$ cat src/rtl/ram_arbiter.sv
// Round-robin arbiter sharing one single-port synchronous RAM between N_REQ requesters.
// Define RAM_ARB_FIXED_PRIO_EN to replace round-robin with fixed priority (lowest index wins).
module ram_arbiter #(
    parameter int unsigned N_REQ  = 4,
    parameter int unsigned ADDR_W = 10,
    parameter int unsigned DATA_W = 32
) (
    input  logic                       clk,
    input  logic                       rst_n,
    input  logic [N_REQ-1:0]           req_valid,
    output logic [N_REQ-1:0]           req_ready,
    input  logic [N_REQ-1:0]           req_we,
    input  logic [N_REQ*ADDR_W-1:0]    req_addr,
    input  logic [N_REQ*DATA_W-1:0]    req_wdata,
    output logic [N_REQ-1:0]           rsp_valid,
    output logic [DATA_W-1:0]          rsp_rdata,
    output logic                       ram_cs_n,
    output logic                       ram_we_n,
    output logic [ADDR_W-1:0]          ram_addr,
    output logic [DATA_W-1:0]          ram_din,
    input  logic [DATA_W-1:0]          ram_dout
);

    localparam int unsigned IDX_W = (N_REQ > 1) ? $clog2(N_REQ) : 1;

    logic [IDX_W-1:0]  cand;
    logic [IDX_W-1:0]  win_idx;
    logic              win_found;
    logic [N_REQ-1:0]  grant;
    logic              hs;
    logic [ADDR_W-1:0] win_addr;
    logic [DATA_W-1:0] win_wdata;
    logic              win_we;

    logic              rd1_vld;
    logic [IDX_W-1:0]  rd1_idx;
    logic [N_REQ-1:0]  rd1_onehot;

`ifndef RAM_ARB_FIXED_PRIO_EN
    logic [IDX_W-1:0]  last_grant;
`endif

    // Winner search: first asserted request starting after the last grant (or at 0).
    always_comb begin
        cand      = '0;
        win_idx   = '0;
        win_found = 1'b0;
        for (int k = 0; k < int'(N_REQ); k++) begin
`ifdef RAM_ARB_FIXED_PRIO_EN
            cand = IDX_W'(k);
`else
            cand = IDX_W'((int'(last_grant) + 1 + k) % int'(N_REQ));
`endif
            if (!win_found && req_valid[cand]) begin
                win_found = 1'b1;
                win_idx   = cand;
            end
        end
    end

    always_comb begin
        grant = '0;
        if (win_found) begin
            grant[win_idx] = 1'b1;
        end
    end

    assign req_ready = rst_n ? grant : '0;
    assign hs        = rst_n & win_found;
    assign win_addr  = req_addr[win_idx*ADDR_W +: ADDR_W];
    assign win_wdata = req_wdata[win_idx*DATA_W +: DATA_W];
    assign win_we    = req_we[win_idx];

    // RAM pins registered from the handshake of the previous cycle.
    always_ff @(posedge clk or negedge rst_n) begin
        if (!rst_n) begin
            ram_cs_n <= 1'b1;
            ram_we_n <= 1'b1;
            ram_addr <= '0;
            ram_din  <= '0;
        end else begin
            ram_cs_n <= ~hs;
            ram_we_n <= ~(hs & win_we);
            if (hs) begin
                ram_addr <= win_addr;
                ram_din  <= win_wdata;
            end
        end
    end

    assign rd1_onehot = N_REQ'(1) << rd1_idx;

    // Read-return tracking: stage 1 follows the RAM access, stage 2 is the response strobe.
    always_ff @(posedge clk or negedge rst_n) begin
        if (!rst_n) begin
            rd1_vld   <= 1'b0;
            rd1_idx   <= '0;
            rsp_valid <= '0;
        end else begin
            rd1_vld   <= hs & ~win_we;
            rd1_idx   <= win_idx;
            rsp_valid <= rd1_vld ? rd1_onehot : '0;
        end
    end

    assign rsp_rdata = ram_dout;

`ifndef RAM_ARB_FIXED_PRIO_EN
    // Reset value makes requester 0 the first candidate.
    always_ff @(posedge clk or negedge rst_n) begin
        if (!rst_n) begin
            last_grant <= IDX_W'(N_REQ - 1);
        end else if (hs) begin
            last_grant <= win_idx;
        end
    end
`endif

endmodule

$ cat config.mk
export PLATFORM = sky130hd
export DESIGN_NAME = ram_arbiter
export DESIGN_NICKNAME = d
export VERILOG_FILES = /design/src/rtl/ram_arbiter.sv
export SDC_FILE = /design/constraint.sdc
export NUM_CORES = 1
export LEC_CHECK = 0
export CORE_AREA = 3 3 112 114
export CTS_CLUSTER_DIAMETER = 150
export DETAILED_ROUTE_END_ITERATION = 16
export DIE_AREA = 0 0 115 117
export PLACE_DENSITY = 0.76
export SYNTH_ARGS = -nofsm -noshare
export SYNTH_HDL_FRONTEND = slang
export SYNTH_SLANG_ARGS = --single-unit
$ cat constraint.sdc
create_clock -name clk -period 3 [get_ports clk]
set_input_delay 0.6 -clock clk [delete_from_list [all_inputs] [get_ports clk]]
set_output_delay 0.6 -clock clk [all_outputs]
set_load 0.02 [all_outputs]
==> key figures, run 1 <==
Finish
  • Layout cells sized above 1: around 16%
  • Inserted Diodes: 0
  • # fillers: slightly above 1,000
  • Area growth syn-to-layout: 67.8%
  • Nets: 774
  • Post-layout util: 52.7%

Power and ir drop
  • Total power: ~3.3 mW
  • PD cells: roughly 540 nW/um^2
  • VDD IR max: between 200 and 250 uV
  • Lkg Pwr: about 2.5 nW

Logic synthesis
  • Synth Register Bits: 53
  • Unique masters post-synth: 31
  • Synthesis Warnings: 0
  • Post-Syn Area per Cell: roughly 9.8 um^2
  • Cell Area, Synth: between 3000 and 4000 um^2
  • Cells after Synth: ~370
  • Syn_nets: between 500 and 600
  • Sequential area share after synthesis: between 30% and 40%

Status
  • Outcome: completed

Critical path
  • Reg2Reg Launch Point: last_grant[1]$_DFFE_PN1P_
  • Critical path arrival: roughly 2.3 ns
  • CP Class: input pin to primary output
  • Worst Setup Start Kind: input pin
  • CP Max Fanout: 6
  • Critical Path Start: req_valid[0]
  • Critical Path Sink Type: primary output
  • Required time worst endpoint: around 2.4 ns

Global route
  • Initial antenna violation count: 0
  • Total track usage: approximately a fifth
  • First-pass GRT wire length: approximately 21 mm
  • Pin count of the biggest net entering global routing: 54
  • Overflow after GRT: 0
  • Vias in the first global route: between 4,000 and 5,000

Clock network
  • Postcts setup bufs: 0
  • CTS root buffer: clkbuf_16
  • CTS Buffer Depth: 2
  • CTS buffer count: 5
  • Reg clk slew, reported paths: 0.07 ns
  • Post-cts hold buffer count: 0
  • CTS tree: yes
  • H-Tree Depth: 2
  • Worst skew pair latency: 0.28 ns
  • Clock sinks: 53

Floorplan
  • Row cnt: 39
  • # IOs: ~290
  • Die ar.: ~13,000 um^2
  • Die H: between 100 and 150 um
  • Core area: between 10,000 and 15,000 um^2
  • Die Width: roughly 120 um
  • Initial Utilization: a little under a third

Timing
  • Fin crit share: a little over nine tenths
  • Final hold violations: 0
  • Fin Clk Skew: about 0.0048 ns
  • Slew headroom: about a fifth
  • Pins Over Slew Limit: 0
  • Setup Viol. Count Final: 0
  • Fmax: between 300 and 400 MHz
  • Worst Max-Slew Pin Slew: 1.20 ns
  • Crit path time final: 2.90 ns
  • Hold Slack: roughly 0.46 ns
  • RSZ-0062 raised after global routing: false

Placed design
  • Hpwl dp: 10.6 mm
  • Number of port buffers: ~230
  • Routability cong.: ~0.80

Detailed routing
  • Routed Antenna Nets: 0
  • Detailed Route Iter0 Violations: roughly 240
  • Total Wirelength: between 10 and 15 mm
  • WL/cell: roughly 20 um
  • DR vias: 3,872
  • Drt pass-1 iters: 4
  • Number of vias per cell: around 5.5
  • # DRC: 0

Run
  • Max Cap Violations: 0

Worst hold path
  • Worst min-delay path class: flip-flop to flip-flop
  • HP Start: rd1_idx[1]$_DFF_PN0_
-- metrics by stage --
step | instance area, um^2 | TNS, ns | setup WS, ns | instances
2_1_floorplan | 3620 | 0 | 0.536 | 369
3_3_place_gp | 5900 | -0.268 | -0.0862 | 699
3_5_place_dp | 5900 | -2.70 | -0.152 | 699
4_1_cts | 6060 | 0 | 0.101 | 707
5_1_grt | 6070 | 0 | 0.0452 | 708
6_report | 6070 | 0 | 0.0995 | 708
-- layout by cell type (no fill, tap or decap) --
cell | Yosys | routed
o21ai_0 | 43 | 43
and3_1 | 1 | 1
clkinv_4 | 0 | 1
dlygate4sd2_1 | 0 | 4
bufinv_16 | 0 | 1
mux2i_1 | 4 | 4
and3b_1 | 1 | 1
mux2_2 | 17 | 17
inv_1 | 3 | 3
clkbuf_1 | 25 | 1
buf_4 | 32 | 25
a2bb2oi_2 | 0 | 1
nand2b_1 | 1 | 1
a221o_1 | 42 | 42
dfstp_2 | 4 | 4
a31o_2 | 1 | 1
dfrtp_1 | 49 | 49
o21bai_4 | 0 | 1
nand3b_1 | 1 | 1
a2bb2oi_4 | 0 | 1
and2b_1 | 1 | 1
o41a_1 | 1 | 1
a21o_1 | 1 | 1
buf_2 | 5 | 1
nor3b_1 | 1 | 1
clkdlybuf4s50_1 | 0 | 224
nand3_1 | 42 | 42
nor2_4 | 0 | 1
a21boi_1 | 1 | 1
o2bb2ai_4 | 1 | 1
clkbuf_16 | 0 | 5
a21oi_1 | 42 | 42
mux2_4 | 25 | 25
o21ba_2 | 1 | 1
nand2_1 | 7 | 7
nor2_1 | 9 | 7
nor2_2 | 1 | 2
-- cell families after synthesis --
family,share of synthesized area (%)
flops,36.8
compound gates,25.8
buf+inv,11.8
mux,16.8
simple gates,8.85
-- final cells by class --
class                   instances  area, um^2  share of cell area [%]
multi-input cells             247        1920                    31.5
flip-flops and latches         53        1330                    21.9
well taps                     143         179                    2.95
repair buffers                254        2470                    40.7
clock inverters                 2        38.8                   0.639
clock buffers                   6         129                    2.12
inverters                       3        11.3                   0.185
-- path summary, 6_finish.rpt --
path | depth (start not counted) | to | slack (ns)
hold / removal | 1 | rsp_valid[1]$_DFF_PN0_ | 0.46
setup reg to reg | 6 | ram_din[27]$_DFFE_PN0P_ | 0.26
min in group asynchronous | 2 | rsp_valid[3]$_DFF_PN0_ | 0.48
max in group asynchronous | 2 | ram_addr[7]$_DFFE_PN0P_ | 2.07
setup / recovery | 7 | req_ready[3] | 0.1
hold reg to reg | 1 | rsp_valid[1]$_DFF_PN0_ | 0.46
-- state kept, by name, summed over array words and instances (netlist names) --
| signal | flops |
|---|---|
| ram_cs_n | 1 |
| rd1_idx | 2 |
| ram_addr | 10 |
| last_grant | 2 |
| ram_din | 32 |
| rsp_valid | 4 |
| rd1_vld | 1 |
| ram_we_n | 1 |
-- per-layer routing --
metal	share of wire, %	GRT usage, %
met1	37	21.7
met2	51	36.7
met3	8.8	3.91
met4	2.7	7.20
met5	0	0
-- report_power, final --
part,leakage [nW],internal [mW],switching (mW),total [mW]
Clock,0.0810,0.396,0.254,0.650
Combinational,1.74,0.859,0.754,1.61
Sequential,0.653,0.890,0.116,1.01
Total,2.48,2.15,1.12,3.27
-- synthesized netlist by cell type --
library cell  instances  area share [%]
nor2_1                9            0.93
a221o_1              42              12
mux2_4               25              10
inv_1                 3            0.31
o21ba_2               1            0.28
a21o_1                1            0.21
buf_6                 5             1.6
buf_4                32             6.6
a2bb2oi_1             1            0.24
buf_2                 5            0.69
o21bai_1              1            0.21
dfrtp_1              49              34
o21ai_0              43             5.9
mux2_2               17             5.3
and2b_1               1            0.21
a21oi_1              42             5.8
nand2_1               7            0.73
nor3b_1               1            0.21
nand3_1              42             5.8
a21boi_1              1            0.21
o2bb2ai_4             1            0.76
and3b_1               1            0.24
nor2_2                1            0.17
nand3b_1              1            0.21
o41a_1                1            0.31
nand2b_1              1            0.17
and3_1                1            0.17
a31o_2                1            0.24
mux2i_1               4             1.1
dfstp_2               4             2.9
clkbuf_1             25             2.6
-- timing repair --
item / CTS / global route
setup endpoints to repair: 4 / 1
gates cloned: 0 / 1
gates resized for setup: 4 / 0
-- worst max-delay path, stage by stage --
cell and delay, ns:
clkdlybuf4s50_1 0.49, and2b_1 0.26, o21ba_2 0.27, nor2_4 0.13
buf_4 0.17, nor2_1 0.06, dlygate4sd2_1 0.32
Power figures use the tool's default switching activity.
==> run 2: changes to the inputs <==
==> config.mk (replaced) <==
export PLATFORM = sky130hd
export DESIGN_NAME = ram_arbiter
export DESIGN_NICKNAME = d
export VERILOG_FILES = /design/src/rtl/ram_arbiter.sv
export SDC_FILE = /design/constraint.sdc
export NUM_CORES = 1
export LEC_CHECK = 0
export CORE_AREA = 2 2 115 117
export CTS_CLUSTER_DIAMETER = 150
export DETAILED_ROUTE_END_ITERATION = 16
export DIE_AREA = 0 0 117 119
export PLACE_DENSITY = 0.72
export SYNTH_ARGS = -nofsm -noshare
export SYNTH_HDL_FRONTEND = slang
export SYNTH_SLANG_ARGS = --single-unit
==> run 2 against run 1 <==
Cell count rose by 4.0%. Flip-flop and latch count unchanged. Clock power grew 16%. Fmax rose by 2.6%. Count of clock-buffer cells in the layout shrank 1. Critical path depth is the same. Die area up 3.5%. Worst setup slack better by 0.075 ns. Via count shrank 1.2%. Final area grew 0.58%. Sequential share of layout area shrank 0.13 points. Clock skew grew 0.0038 ns. Largest power group unchanged.
==> key figures, run 2 (same netlist as run 1, synthesis figures left out) <==
Status
  • Outcome: completed (unchanged)

Finish
  • Layout cells sized above 1: 15.2% (was 15.6%)
  • # fillers: 1,199 (was 1,024)
  • Nets: 769 (was 774)
  • Area growth syn-to-layout: 68.8% (was 67.8%)
  • Largest regs: ram_din (32), ram_addr (10), rsp_valid (4) (unchanged)
  • Most frequent cells in the layout: 224 x clkdlybuf4s50_1, 49 x dfrtp_1, 43 x o21ai_0 (unchanged)
  • Multi-input gate area: 1900 um^2 (was 1920 um^2)
  • Register area: 1330 um^2 (unchanged)
  • Largest reg by FF count: ram_din (unchanged)
  • Inserted Diodes: 0 (unchanged)
  • Largest register FFs: 32 (unchanged)
  • Commonest non-fill, non-tap cell in the layout: clkdlybuf4s50_1 (unchanged)

Timing
  • Fin crit share: 94.2% (was 96.7%)
  • Setup Viol. Count Final: 0 (unchanged)
  • Worst Max-Slew Pin Slew: 1.14 ns (was 1.20 ns)
  • Fmax: 354 MHz (was 345 MHz)
  • Slew headroom: 23.4% (was 19.6%)
  • Fin Clk Skew: 0.00859 ns (was 0.00477 ns)
  • Pins Over Slew Limit: 0 (unchanged)
  • Crit path time final: 2.83 ns (was 2.90 ns)
  • Post-route worst setup slack: 0.174 ns (was 0.0995 ns)
  • RSZ-0062 raised after global routing: false (unchanged)
  • Setup TNS: 0 ns (unchanged)
  • Final hold violations: 0 (unchanged)

Clock network
  • CTS Buffer Depth: 2 (unchanged)
  • H-Tree Depth: 2 (unchanged)
  • Worst skew pair latency: 0.29 ns (was 0.28 ns)
  • Reg clk slew, reported paths: 0.08 ns (was 0.07 ns)
  • Post-cts hold buffer count: 0 (unchanged)
  • Clock sinks: 53 (unchanged)
  • CTS buffer count: 5 (unchanged)
  • CTS tree: yes (unchanged)
  • CTS root buffer: clkbuf_16 (unchanged)

Floorplan
  • Row cnt: 42 (was 39)
  • Core area: 12,900 um^2 (was 11,500 um^2)
  • Initial Utilization: 28.1% (was 31.4%)
  • Die ar.: 13,900 um^2 (was 13,500 um^2)
  • # IOs: 294 (unchanged)
  • Die Width: 117 um (was 115 um)
  • Die H: 119 um (was 117 um)

Detailed routing
  • Total Wirelength: 13.6 mm (was 14.2 mm)
  • DR vias: 3,824 (was 3,872)
  • Detailed Route Iter0 Violations: 228 (was 237)
  • Routed Antenna Nets: 0 (unchanged)
  • # DRC: 0 (unchanged)
  • WL/cell: 18.4 um (was 20.1 um)
  • Number of vias per cell: 5.20 (was 5.47)
  • Drt pass-1 iters: 4 (unchanged)

Critical path
  • Required time worst endpoint: 2.40 ns (about the same)
  • Critical path arrival: 2.23 ns (was 2.30 ns)
  • Reg2Reg Launch Point: last_grant[1]$_DFFE_PN1P_ (unchanged)
  • Setup slack on the worst flop-to-flop path: 0.38 ns (was 0.26 ns)
  • Critical Path Sink Type: primary output (unchanged)
  • CP Max Fanout: 5 (was 6)
  • CP Class: input pin to primary output (unchanged)
  • Reg-to-Reg End: ram_din[9]$_DFFE_PN0P_ (was ram_din[27]$_DFFE_PN0P_)
  • Reg2reg path depth: 6 (unchanged)
  • Worst Setup Start Kind: input pin (unchanged)

Placed design
  • Hpwl dp: 10.1 mm (was 10.6 mm)
  • Place WS: -0.106 ns (was -0.152 ns)
  • Number of port buffers: 229 (unchanged)
  • Routability cong.: 0.780 (was 0.803)

Run
  • Max Cap Violations: 0 (unchanged)

Global route
  • Overflow after GRT: 0 (unchanged)
  • Total track usage: 18.8% (was 19.5%)
  • Initial antenna violation count: 0 (unchanged)
  • First-pass GRT wire length: 20.2 mm (was 20.7 mm)
  • Vias in the first global route: 3,978 (was 4,071)
  • Pin count of the biggest net entering global routing: 54 (unchanged)

Power and ir drop
  • Lkg Pwr: 2.47 nW (was 2.48 nW)
  • VDD IR max: 260 uV (was 249 uV)
  • PD cells: 548 nW/um^2 (was 538 nW/um^2)

Worst hold path
  • Worst min-delay path class: input pin to asynchronous set/reset pin (was flip-flop to flip-flop)
-- run 2: changes by cell type in the layout (fill, tap and decap cells not counted) --
cell       change
inv_1          -1
a2bb2oi_2      -1
buf_12         +1
inv_2          +1
clkinv_4       -1
buf_4          -5
inv_6          +1
bufinv_16      +1
clkbuf_1       -1
-- run 2: worst max-delay path by stage --
| stage | from | endpoint | slack (ns) | cells past startpoint |
|---|---|---|---|---|
| 6_report | req_valid[3] | req_ready[1] | 0.17 | 7 |
| 3_5_place_dp | req_valid[3] | req_ready[1] | -0.11 | 7 |
| 3_3_place_gp | req_valid[0] | req_ready[2] | -0.09 | 7 |
| 2_1_floorplan | req_valid[0] | req_ready[0] | 0.54 | 7 |
| 4_1_cts | req_valid[3] | req_ready[1] | 0.17 | 7 |
| 5_1_grt | req_valid[1] | ram_din[2]$_DFFE_PN0P_ | 0.06 | 8 |
-- run 2: final cells by class --
type / instances / share of cell area [%]
timing repair buffer: 250 / 40.1
inverter: 3 / 0.184
multi-input combinational: 246 / 31.1
clock inverter: 3 / 1.13
clock buffer: 5 / 2.05
sequential: 53 / 21.8
tap: 176 / 3.60
-- run 2: critical path, stage by stage --
cell and delay [ns]:
clkdlybuf4s50_1 0.54, a21boi_1 0.26, o21ba_2 0.20, nor2_4 0.05, buf_4 0.14, nor2_1 0.09
dlygate4sd2_1 0.34
-- run 2: timing repair --
| item | 4_1_cts | 5_1_grt |
|---|---|---|
| buffers inserted | 0 | 0 |
| endpoints found under the setup margin | 4 | 0 |
| resized for setup | 4 | 0 |
-- run 2: where the power goes --
group | switching (mW) | internal (mW)
Clock | 0.270 | 0.481
Sequential | 0.115 | 0.890
Combinational | 0.736 | 0.853
Total | 1.12 | 2.22
-- run 2: per-layer routing --
metal / global-route usage, % / up-vias / share of wire [%]
met1: 21.5 / 1842 / 38
met5: 0 / - / 0
li1: - / 1741 / -
met2: 33.6 / 206 / 51
met3: 3.56 / 35 / 8.0
met4: 8.09 / 0 / 2.9
-- run 2: through the flow --
| step | total power, mW | utilization (%) | std cells | instance area (um^2) | hold WS (ns) |
|---|---|---|---|---|---|
| 2_1_floorplan | 1.89 | - | 369 | 3620 | 0.304 |
| 3_3_place_gp | 2.59 | 46.0 | 728 | 5920 | 0.442 |
| 3_5_place_dp | 2.62 | 46.0 | 728 | 5920 | 0.451 |
| 4_1_cts | 3.37 | 47.5 | 736 | 6110 | 0.460 |
| 5_1_grt | 3.52 | 47.5 | 736 | 6110 | 0.513 |
| 6_report | 3.35 | 47.5 | 736 | 6110 | 0.460 |
==> run 3: changes to the inputs <==
--- a/config.mk
+++ b/config.mk
@@ -5,7 +5,9 @@
 export SDC_FILE = /design/constraint.sdc
 export NUM_CORES = 1
 export LEC_CHECK = 0
+export CAP_MARGIN = 20
 export CORE_AREA = 2 2 115 117
+export CTS_BUF_LIST = sky130_fd_sc_hd__clkbuf_8 sky130_fd_sc_hd__clkbuf_16
 export CTS_CLUSTER_DIAMETER = 150
 export DETAILED_ROUTE_END_ITERATION = 16
 export DIE_AREA = 0 0 117 119
==> run 3 against run 2 <==
Worst setup slack got worse by 0.014 ns. Clock power fell by 0.9%. Clock skew fell by 0.0017 ns. Core utilization rose by 0.45 points. Sequential power barely moved. Highest routed layer unchanged.
==> key figures, run 3 (same netlist as run 1, synthesis figures left out) <==
Placed design
  • Hpwl dp: 10.2 mm (was 10.1 mm)
  • Routability cong.: 0.780 (unchanged)
  • Number of port buffers: 229 (unchanged)

Power and ir drop
  • Total power: 3.37 mW (was 3.35 mW)
  • Reg power frac: 29.8% (was 30.0%)
  • Clock Power Share: 22.1% (was 22.5%)
  • Internal power: 2.25 mW (was 2.22 mW)
  • VDD IR max: 226 uV (was 260 uV)
  • Combinational share of power: 48.1% (was 47.5%)
  • P_sw: 1.12 mW (about the same)
  • PD cells: 546 nW/um^2 (was 548 nW/um^2)
  • Switch share: 33.3% (was 33.5%)
  • Lkg Pwr: 2.50 nW (was 2.47 nW)

Clock network
  • CTS root buffer: clkbuf_16 (unchanged)
  • Clock sinks: 53 (unchanged)
  • Reg clk slew, reported paths: 0.07 ns (was 0.08 ns)
  • Post-cts hold buffer count: 0 (unchanged)
  • Worst skew pair latency: 0.29 ns (about the same)
  • CTS buffer count: 5 (unchanged)
  • H-Tree Depth: 2 (unchanged)
  • CTS Buffer Depth: 2 (unchanged)
  • CTS tree: yes (unchanged)

Global route
  • Pin count of the biggest net entering global routing: 54 (unchanged)
  • Vias in the first global route: 3,973 (was 3,978)
  • Total track usage: 18.6% (was 18.8%)
  • Initial antenna violation count: 0 (unchanged)
  • First-pass GRT wire length: 20.2 mm (about the same)
  • Overflow after GRT: 0 (unchanged)

Detailed routing
  • Total Wirelength: 13.7 mm (was 13.6 mm)
  • Drt pass-1 iters: 4 (unchanged)
  • DR vias: 3,811 (was 3,824)
  • Number of vias per cell: 5.16 (was 5.20)
  • Routed Antenna Nets: 0 (unchanged)
  • # DRC: 0 (unchanged)
  • WL/cell: 18.5 um (was 18.4 um)
  • Detailed Route Iter0 Violations: 225 (was 228)

Timing
  • Setup Viol. Count Final: 0 (unchanged)
  • Pins Over Slew Limit: 0 (unchanged)
  • RSZ-0062 raised after global routing: false (unchanged)
  • Hold Slack: 0.462 ns (was 0.460 ns)
  • Fmax: 352 MHz (was 354 MHz)
  • Final hold violations: 0 (unchanged)
  • Fin Clk Skew: 0.00686 ns (was 0.00859 ns)
  • Fin crit share: 94.7% (was 94.2%)
  • Slew headroom: 53.4% (was 23.4%)
  • Crit path time final: 2.84 ns (was 2.83 ns)
  • Worst Max-Slew Pin Slew: 0.698 ns (was 1.14 ns)

Floorplan
  • # IOs: 294 (unchanged)
  • Die Width: 117 um (unchanged)
  • Die H: 119 um (unchanged)
  • Row cnt: 42 (unchanged)
  • Die ar.: 13,900 um^2 (unchanged)
  • Initial Utilization: 28.1% (unchanged)
  • Core area: 12,900 um^2 (unchanged)

Critical path
  • Critical path's top delay family: buffers and inverters (unchanged)
  • CP Max Fanout: 5 (unchanged)
  • Worst Setup Start Kind: input pin (unchanged)
  • Crit-path max cell delay: 0.55 ns (was 0.54 ns)
  • Critical Path Sink Type: primary output (unchanged)
  • CP Class: input pin to primary output (unchanged)
  • Required time worst endpoint: 2.40 ns (about the same)
  • Critical path arrival: 2.24 ns (was 2.23 ns)
  • Highest-delay cell along the critical path: clkdlybuf4s50_1 (unchanged)
  • Crit path cell chain: clkdlybuf4s50_1, a21boi_1, o21ba_2, nor2_4, buf_4, nor2_1, dlygate4sd2_1 (unchanged)
  • Worst path bufs/invs: 3 (unchanged)

Finish
  • Register area: 1330 um^2 (unchanged)
  • # fillers: 1,192 (was 1,199)
  • Commonest non-fill, non-tap cell in the layout: clkdlybuf4s50_1 (unchanged)
  • Multi-input gate area: 1900 um^2 (unchanged)
  • Largest reg by FF count: ram_din (unchanged)
  • Nets: 772 (was 769)
  • Largest regs: ram_din (32), ram_addr (10), rsp_valid (4) (unchanged)
  • Largest register FFs: 32 (unchanged)
  • Inserted Diodes: 0 (unchanged)
  • Area growth syn-to-layout: 70.4% (was 68.8%)
  • Most frequent cells in the layout: 224 x clkdlybuf4s50_1, 49 x dfrtp_1, 43 x o21ai_0 (unchanged)
  • Layout cells sized above 1: 15.6% (was 15.2%)

Run
  • Max Cap Violations: 0 (unchanged)

Worst hold path
  • Worst min-delay path class: flip-flop to flip-flop (was input pin to asynchronous set/reset pin)

Status
  • Outcome: completed (unchanged)
## run 3: cell count changes in the layout (fill, tap and decap cells not counted), sizes merged
cell,before,now
buf,22,25
## run 3: final cells by class
| cell class | count | area share [%] |
|---|---|---|
| repair buffers | 253 | 40.7 |
| multi-input cells | 246 | 30.8 |
| flip-flops and latches | 53 | 21.6 |
| well taps | 176 | 3.57 |
| clock buffers | 5 | 2.03 |
| clock inverters | 3 | 1.12 |
| inverters | 3 | 0.183 |
## run 3: power groups by stage
stage	Combinational, mW	Clock (mW)	Sequential (mW)
floorplan	0.701	0	1.19
global placement	1.58	0	1.01
detailed placement	1.60	0	1.01
CTS	1.60	0.764	1.00
global route	1.72	0.793	1.02
finish	1.62	0.745	1.01
## run 3: stage by stage
| stage | setup WS, ns | area [um^2] | std cells | TNS, ns | utilization [%] |
|---|---|---|---|---|---|
| 6_report | 0.160 | 6170 | 739 | 0 | 47.9 |
| 5_1_grt | 0.0591 | 6170 | 739 | 0 | 47.9 |
| 4_1_cts | 0.166 | 6120 | 737 | 0 | 47.6 |
| 3_5_place_dp | -0.106 | 5940 | 729 | -0.630 | 46.1 |
| 3_3_place_gp | -0.0869 | 5920 | 728 | -0.217 | 46.0 |
| 2_1_floorplan | 0.536 | 3620 | 369 | 0 | - |
## run 3: final timing paths
path / start / to / slack [ns] / cells past startpoint
worst max-delay path: req_valid[3] / req_ready[1] / 0.16 / 7
worst min-delay path: rd1_idx[1]$_DFF_PN0_ / rsp_valid[1]$_DFF_PN0_ / 0.46 / 1
worst max register to register: last_grant[1]$_DFFE_PN1P_ / ram_din[17]$_DFFE_PN0P_ / 0.49 / 7
worst min register to register: rd1_idx[1]$_DFF_PN0_ / rsp_valid[1]$_DFF_PN0_ / 0.46 / 1
max in group asynchronous: rst_n / ram_din[4]$_DFFE_PN0P_ / 2.08 / 2
min in group asynchronous: rst_n / ram_din[22]$_DFFE_PN0P_ / 0.47 / 2
## run 3: repair_timing
| action | CTS | global route |
|---|---|---|
| resized for setup | 4 | 0 |
| buffers inserted | 0 | 0 |
| setup endpoints to repair | 4 | 0 |
## run 3: metal layers
layer	wire length [um]	GRT usage, %	share of wire (%)
met1	5240	21.5	38
met5	0	0	0
met4	351	7.65	2.6
met2	7000	33.5	51
met3	1090	3.31	8.0
